[src/rtl/aes_inv_round_ctrl.sv]
// Round sequencer for the AES inverse cipher: forward key expansion to the last round key,
// then initial AddRoundKey, NR-1 inverse rounds and a final round without InvMixColumns.
`timescale 1ns/1ps
module aes_inv_round_ctrl #(
    parameter int unsigned NR = 10,
    parameter int unsigned CW = 4
) (
    input  logic          clk,
    input  logic          rst_n,
    input  logic          start,
    input  logic          out_ready,
    output logic          busy,
    output logic          key_load,
    output logic          key_fwd_en,
    output logic          key_inv_en,
    output logic          in_ack,
    output logic          sel,
    output logic          skip_mix,
    output logic          reg_en,
    output logic [CW-1:0] round,
    output logic          out_valid
);

    typedef enum logic [2:0] {
        StIdle,
        StKeyExp,
        StAddK0,
        StRound,
        StFinal,
        StDone
    } state_e;

    localparam logic [CW-1:0] NrVal   = CW'(NR);
    localparam logic [CW-1:0] NrMin1  = CW'(NR - 1);
    localparam logic [CW-1:0] CntOne  = CW'(1);

    state_e        state_q, state_d;
    logic [CW-1:0] cnt_q, cnt_d;

    always_ff @(posedge clk) begin
        if (!rst_n) begin
            state_q <= StIdle;
            cnt_q   <= '0;
        end else begin
            state_q <= state_d;
            cnt_q   <= cnt_d;
        end
    end

    always_comb begin
        state_d = state_q;
        cnt_d   = cnt_q;
        unique case (state_q)
            StIdle: begin
                if (start) begin
                    state_d = StKeyExp;
                    cnt_d   = CntOne;
                end
            end
            StKeyExp: begin
                if (cnt_q < NrVal) begin
                    cnt_d = cnt_q + CntOne;
                end else begin
                    state_d = StAddK0;
                    cnt_d   = NrVal;
                end
            end
            StAddK0: begin
                state_d = StRound;
                cnt_d   = NrMin1;
            end
            StRound: begin
                // Compare against 1 rather than equality so the count can never wrap below 0.
                if (cnt_q > CntOne) begin
                    cnt_d = cnt_q - CntOne;
                end else begin
                    state_d = StFinal;
                    cnt_d   = '0;
                end
            end
            StFinal: begin
                state_d = StDone;
            end
            StDone: begin
                if (out_ready) begin
                    state_d = StIdle;
                end
            end
            default: begin
                state_d = StIdle;
                cnt_d   = '0;
            end
        endcase
    end

    always_comb begin
        busy       = 1'b1;
        key_load   = 1'b0;
        key_fwd_en = 1'b0;
        key_inv_en = 1'b0;
        in_ack     = 1'b0;
        sel        = 1'b0;
        skip_mix   = 1'b0;
        reg_en     = 1'b0;
        round      = '0;
        out_valid  = 1'b0;
        unique case (state_q)
            StIdle: begin
                busy     = 1'b0;
                key_load = start;
            end
            StKeyExp: begin
                key_fwd_en = 1'b1;
                round      = cnt_q;
            end
            StAddK0: begin
                reg_en     = 1'b1;
                in_ack     = 1'b1;
                key_inv_en = 1'b1;
                round      = NrVal;
            end
            StRound: begin
                sel        = 1'b1;
                reg_en     = 1'b1;
                key_inv_en = 1'b1;
                round      = cnt_q;
            end
            StFinal: begin
                sel      = 1'b1;
                reg_en   = 1'b1;
                skip_mix = 1'b1;
            end
            StDone: begin
                out_valid = 1'b1;
            end
            default: begin
                busy = 1'b0;
            end
        endcase
    end

endmodule

[config.mk]
export PLATFORM = sky130hd
export DESIGN_NAME = aes_inv_round_ctrl
export DESIGN_NICKNAME = d
export VERILOG_FILES = /design/src/rtl/aes_inv_round_ctrl.sv
export SDC_FILE = /design/constraint.sdc
export NUM_CORES = 1
export LEC_CHECK = 0
export CAP_MARGIN = 20
export CORE_MARGIN = 2
export CORE_UTILIZATION = 30
export DETAILED_ROUTE_END_ITERATION = 8
export GPL_TIMING_DRIVEN = 0
export PLACE_DENSITY = 0.52
export SLEW_MARGIN = 20
export SYNTH_ARGS = -nofsm -noshare
export SYNTH_HDL_FRONTEND = slang
export SYNTH_SLANG_ARGS = --single-unit
[constraint.sdc]
create_clock -name clk -period 3 [get_ports clk]
set_input_delay 0.6 -clock clk [delete_from_list [all_inputs] [get_ports clk]]
set_output_delay 0.6 -clock clk [all_outputs]
set_load 0.01 [all_outputs]
==> summary by stage <==
Cells and area
The utilization after layout is 43.1%. From synthesis to final layout, the design area changed by 34.7%. Once layout is complete, the cells apart from fillers number around 130.

The number of inserted filler cells in the final layout is ~200. The area of the multi-input gates is 437 µm². In the final design database the tool counted around 110 nets.

Summing all flip-flop and latch instances after layout gives about 140 µm². The number of inserted diodes is 0. Cells with a size suffix above 1 make up 14.1% of the layout.

Hold path
The worst hold path begins at cnt_q[1]$_SDFFE_PN0P_. In this run the worst hold path is classified as reg2reg. For hold timing, the worst endpoint is cnt_q[1]$_SDFFE_PN0P_.

The instance count along the most critical hold path is 2.

Die
The floorplan step defined a die boundary enclosing about 2500 µm². The floorplan step defined a core boundary enclosing 1980 µm². The die is 50.0 µm wide. For this configuration, the core starts out at a cell density of 32.0%. From bottom edge to top edge, the die measures about 50 µm. The number of cell rows is 16. 17 I/O pins were placed.

Detailed routing
The routed design has roughly 1600 µm of wire. The number of vias in the routed layout is 639. The iteration-0 DRC count of the detailed router is 21. For this run, design rule violations remaining after detail routing come to 0. The final routed wire length divided by cell count is 13.0 µm. The pre-antenna-repair detailed-routing pass consisted of 4 iterations. The count of nets left with antenna violations once routing finished came out at 0. The post-detailed-route via-to-cell ratio is 5.07.

Clock tree
The count of buffers added by post-CTS timing repair for setup is 0. In this run the number of H-tree levels came out at 1. The clock tree root buffer cell is sky130_fd_sc_hd__clkbuf_4.

The clock latency at the later pin of the worst-skew pair is ~0.25 ns. The post-cts hold buffer count is 0. The CTS clock-pin slew for the worst setup and hold paths is about 0.05 ns.

The deepest clock path buffer count is 2. Post-CTS repair changed the size of 0 cells. TritonCTS built the clock tree. The CTS buffer count is 3. Counting every sink on the clock net gives 7.

Synth
Counting instances in the post-synthesis netlist gives the leading cell types as sky130_fd_sc_hd__nand2_1 (9), sky130_fd_sc_hd__a21oi_1 (7), sky130_fd_sc_hd__dfxtp_1 (7). The post-synthesis sequential area ratio is between 20 and 25%. The area share of the leading cell type in the synthesized netlist is 22.1%. When the netlist entered floorplanning its net count stood at 86. Yosys printed 0 warnings. In this run the mean area of a mapped cell was 8.03 µm². The mapped netlist covers roughly 630 µm².

For this run, asynchronously set or reset flops after synthesis account for 0%. The number of synthesized register bits is 7. The number of distinct standard cells referenced by the synthesized netlist is 39. sky130_fd_sc_hd__nand2_1 is the most common cell in the netlist.

The dominant cell type by area after synthesis is sky130_fd_sc_hd__dfxtp_1. The most common flop cell mapped by yosys is sky130_fd_sc_hd__dfxtp_1. By area the synthesized netlist is led by sky130_fd_sc_hd__dfxtp_1 (22%), sky130_fd_sc_hd__ha_1 (5.9%), sky130_fd_sc_hd__a21oi_1 (5.5%). The cell count after synthesis came out at 79. The number of enable-type register cells in the synthesized netlist is 0.

Critical path
Among the stages of the critical path, the cell type that occurs most often is sky130_fd_sc_hd__clkdlybuf4s50_1. The cell with the biggest individual delay on the critical path is sky130_fd_sc_hd__clkdlybuf4s50_1. On the critical path the largest part of the delay comes from buffers and inverters. The critical setup path kind is in2out.

The count of buffering cells on the critical path with inverters included is 2. On the worst path, the slowest cell contributes a delay of just over 0.6 ns. The endpoint identified for the worst register-to-register timing path is state_q[2]$_SDFFE_PN0P_. The number of cells traversed by the worst register-to-register path is 6.

The kind of end point of the critical path is an output port. For the worst setup path, the data required time is 2.40 ns. The largest fanout on the critical path is 4. STA classifies the critical path startpoint as an input pin. In this run the register-to-register setup slack is 1.42 ns. For the worst setup path, the data arrival time is roughly 2.1 ns. Walking the worst path, the cells encountered are clkdlybuf4s50_1 > nor4b_1 > clkdlybuf4s50_1. The origin of the critical flop-to-flop path is cnt_q[1]$_SDFFE_PN0P_.

Place
The count of buffers added on input and output ports is 16. The placed wire-length estimate is roughly 1200 µm. The number of placed instances, taps included, is roughly 120. At the end of routability-driven placement, the weighted congestion stood at 0.779. The worst setup slack after placement is roughly 0.34 ns.

GRT
The total global routing overflow is 0. For met2 alone, demand over resource in global routing was 21.1%. The total routing resource utilization after global routing is around 14%. The routing usage on met3 is ~5.5%. The first global-routing pass estimated 2760 µm of wire. Entering global routing, the biggest net connects 11 pins. The met1 capacity usage during global routing is between 20% and 30%. The initial antenna violation count is 0. In this run the most used layer during global routing was met2.

The via count of the first global-routing pass was between 500 and 600.

Flow run
The max capacitance violation total is 0.

Pwr
Power spread over the standard cell area amounts to 295 nW/µm². The peak supply drop is 288 µV. The analysis attributes to cell leakage a power of around 0.00034 µW.

Timing
The final critical-path share of the clock period is 89.2%. The hold violation count in the final report is 0. The count of final setup violators is 0. The headroom to the max-slew limit is roughly 75%. The setup clock skew after layout is ~0.0043 ns. The final-report max-slew violation count is 0. The worst path meets setup with 0.324 ns of slack. The minimum period implied by the final worst setup slack is ~2.7 ns. Based on the critical path, the design can be clocked at up to 0.374 GHz. The final-layout setup total negative slack is 0 ns. Setup repair after global routing left no endpoint under its margin.

The slew at the pin closest to its max-slew limit is between 0.3 and 0.4 ns. The worst hold margin is between 0.5 and 0.6 ns.

Outcome
The run finished with clean final reports.
## per-layer routing
metal	vias to the layer above	wire length, µm
li1	325	-
met5	-	0
met2	23	718
met1	291	790
met3	0	124
met4	0	0
## sequential cells by signal, indices dropped and copies added (netlist names)
register  count
cnt_q         4
state_q       3
## cell usage in the layout (no fill, tap or decap), drive strengths merged, types with 2 or more instances in the layout
master and n:
o21a 2, dfxtp 7, nand2b 2, a21oi 8, clkbuf 5, nor2 3
o21ai 5, and3b 2, nor3 4, nand3b 2, buf 5, inv 4
ha 3, a311oi 2, nand2 9, clkdlybuf4s50 16, nor3b 3
## worst max path at each step
stage	start	end	slack (ns)	depth (start not counted)
final	start	key_load	0.32	3
after detailed placement	start	key_load	0.34	3
after global placement	start	key_load	0.39	3
after global routing	start	key_load	0.26	3
after floorplan	start	key_load	1.34	1
after CTS	start	key_load	0.32	3
## power by group
part	switching, µW	total (µW)	internal, µW
logic	30.4	62.5	32.1
clock network	36.4	87.2	50.9
registers	6.12	103	96.7
## metrics by stage
step	power (µW)	cell area (µm²)
after floorplan	144	634
final	252	855
after detailed placement	167	828
after global placement	167	828
after global routing	270	855
after CTS	255	855
## worst min-delay path, stage by stage (launching register included)
cell and delay (ns):
sky130_fd_sc_hd__dfxtp_1 0.38, sky130_fd_sc_hd__nand2_1 0.09, sky130_fd_sc_hd__a21oi_1 0.05
## final cells by class
class                   instances  area share, %
multi-input cells              61           51.1
repair buffers                 16           18.7
flip-flops and latches          7           16.4
plain buffers                   6           4.39
well taps                      27           3.95
clock buffers                   4           3.07
inverters                       5           2.34
## logic make-up after synthesis
| group | synth area share [%] |
|---|---|
| adders and majority gates | 5.92 |
| xor gates and xnor gates | 1.38 |
| muxes | 1.58 |
| buffers and inverters | 9.07 |
| and+or+nand+nor | 31.6 |
| AOI/OAI and AO/OA | 28.4 |
| DFF | 22.1 |
(Power assumes the default switching activity.)
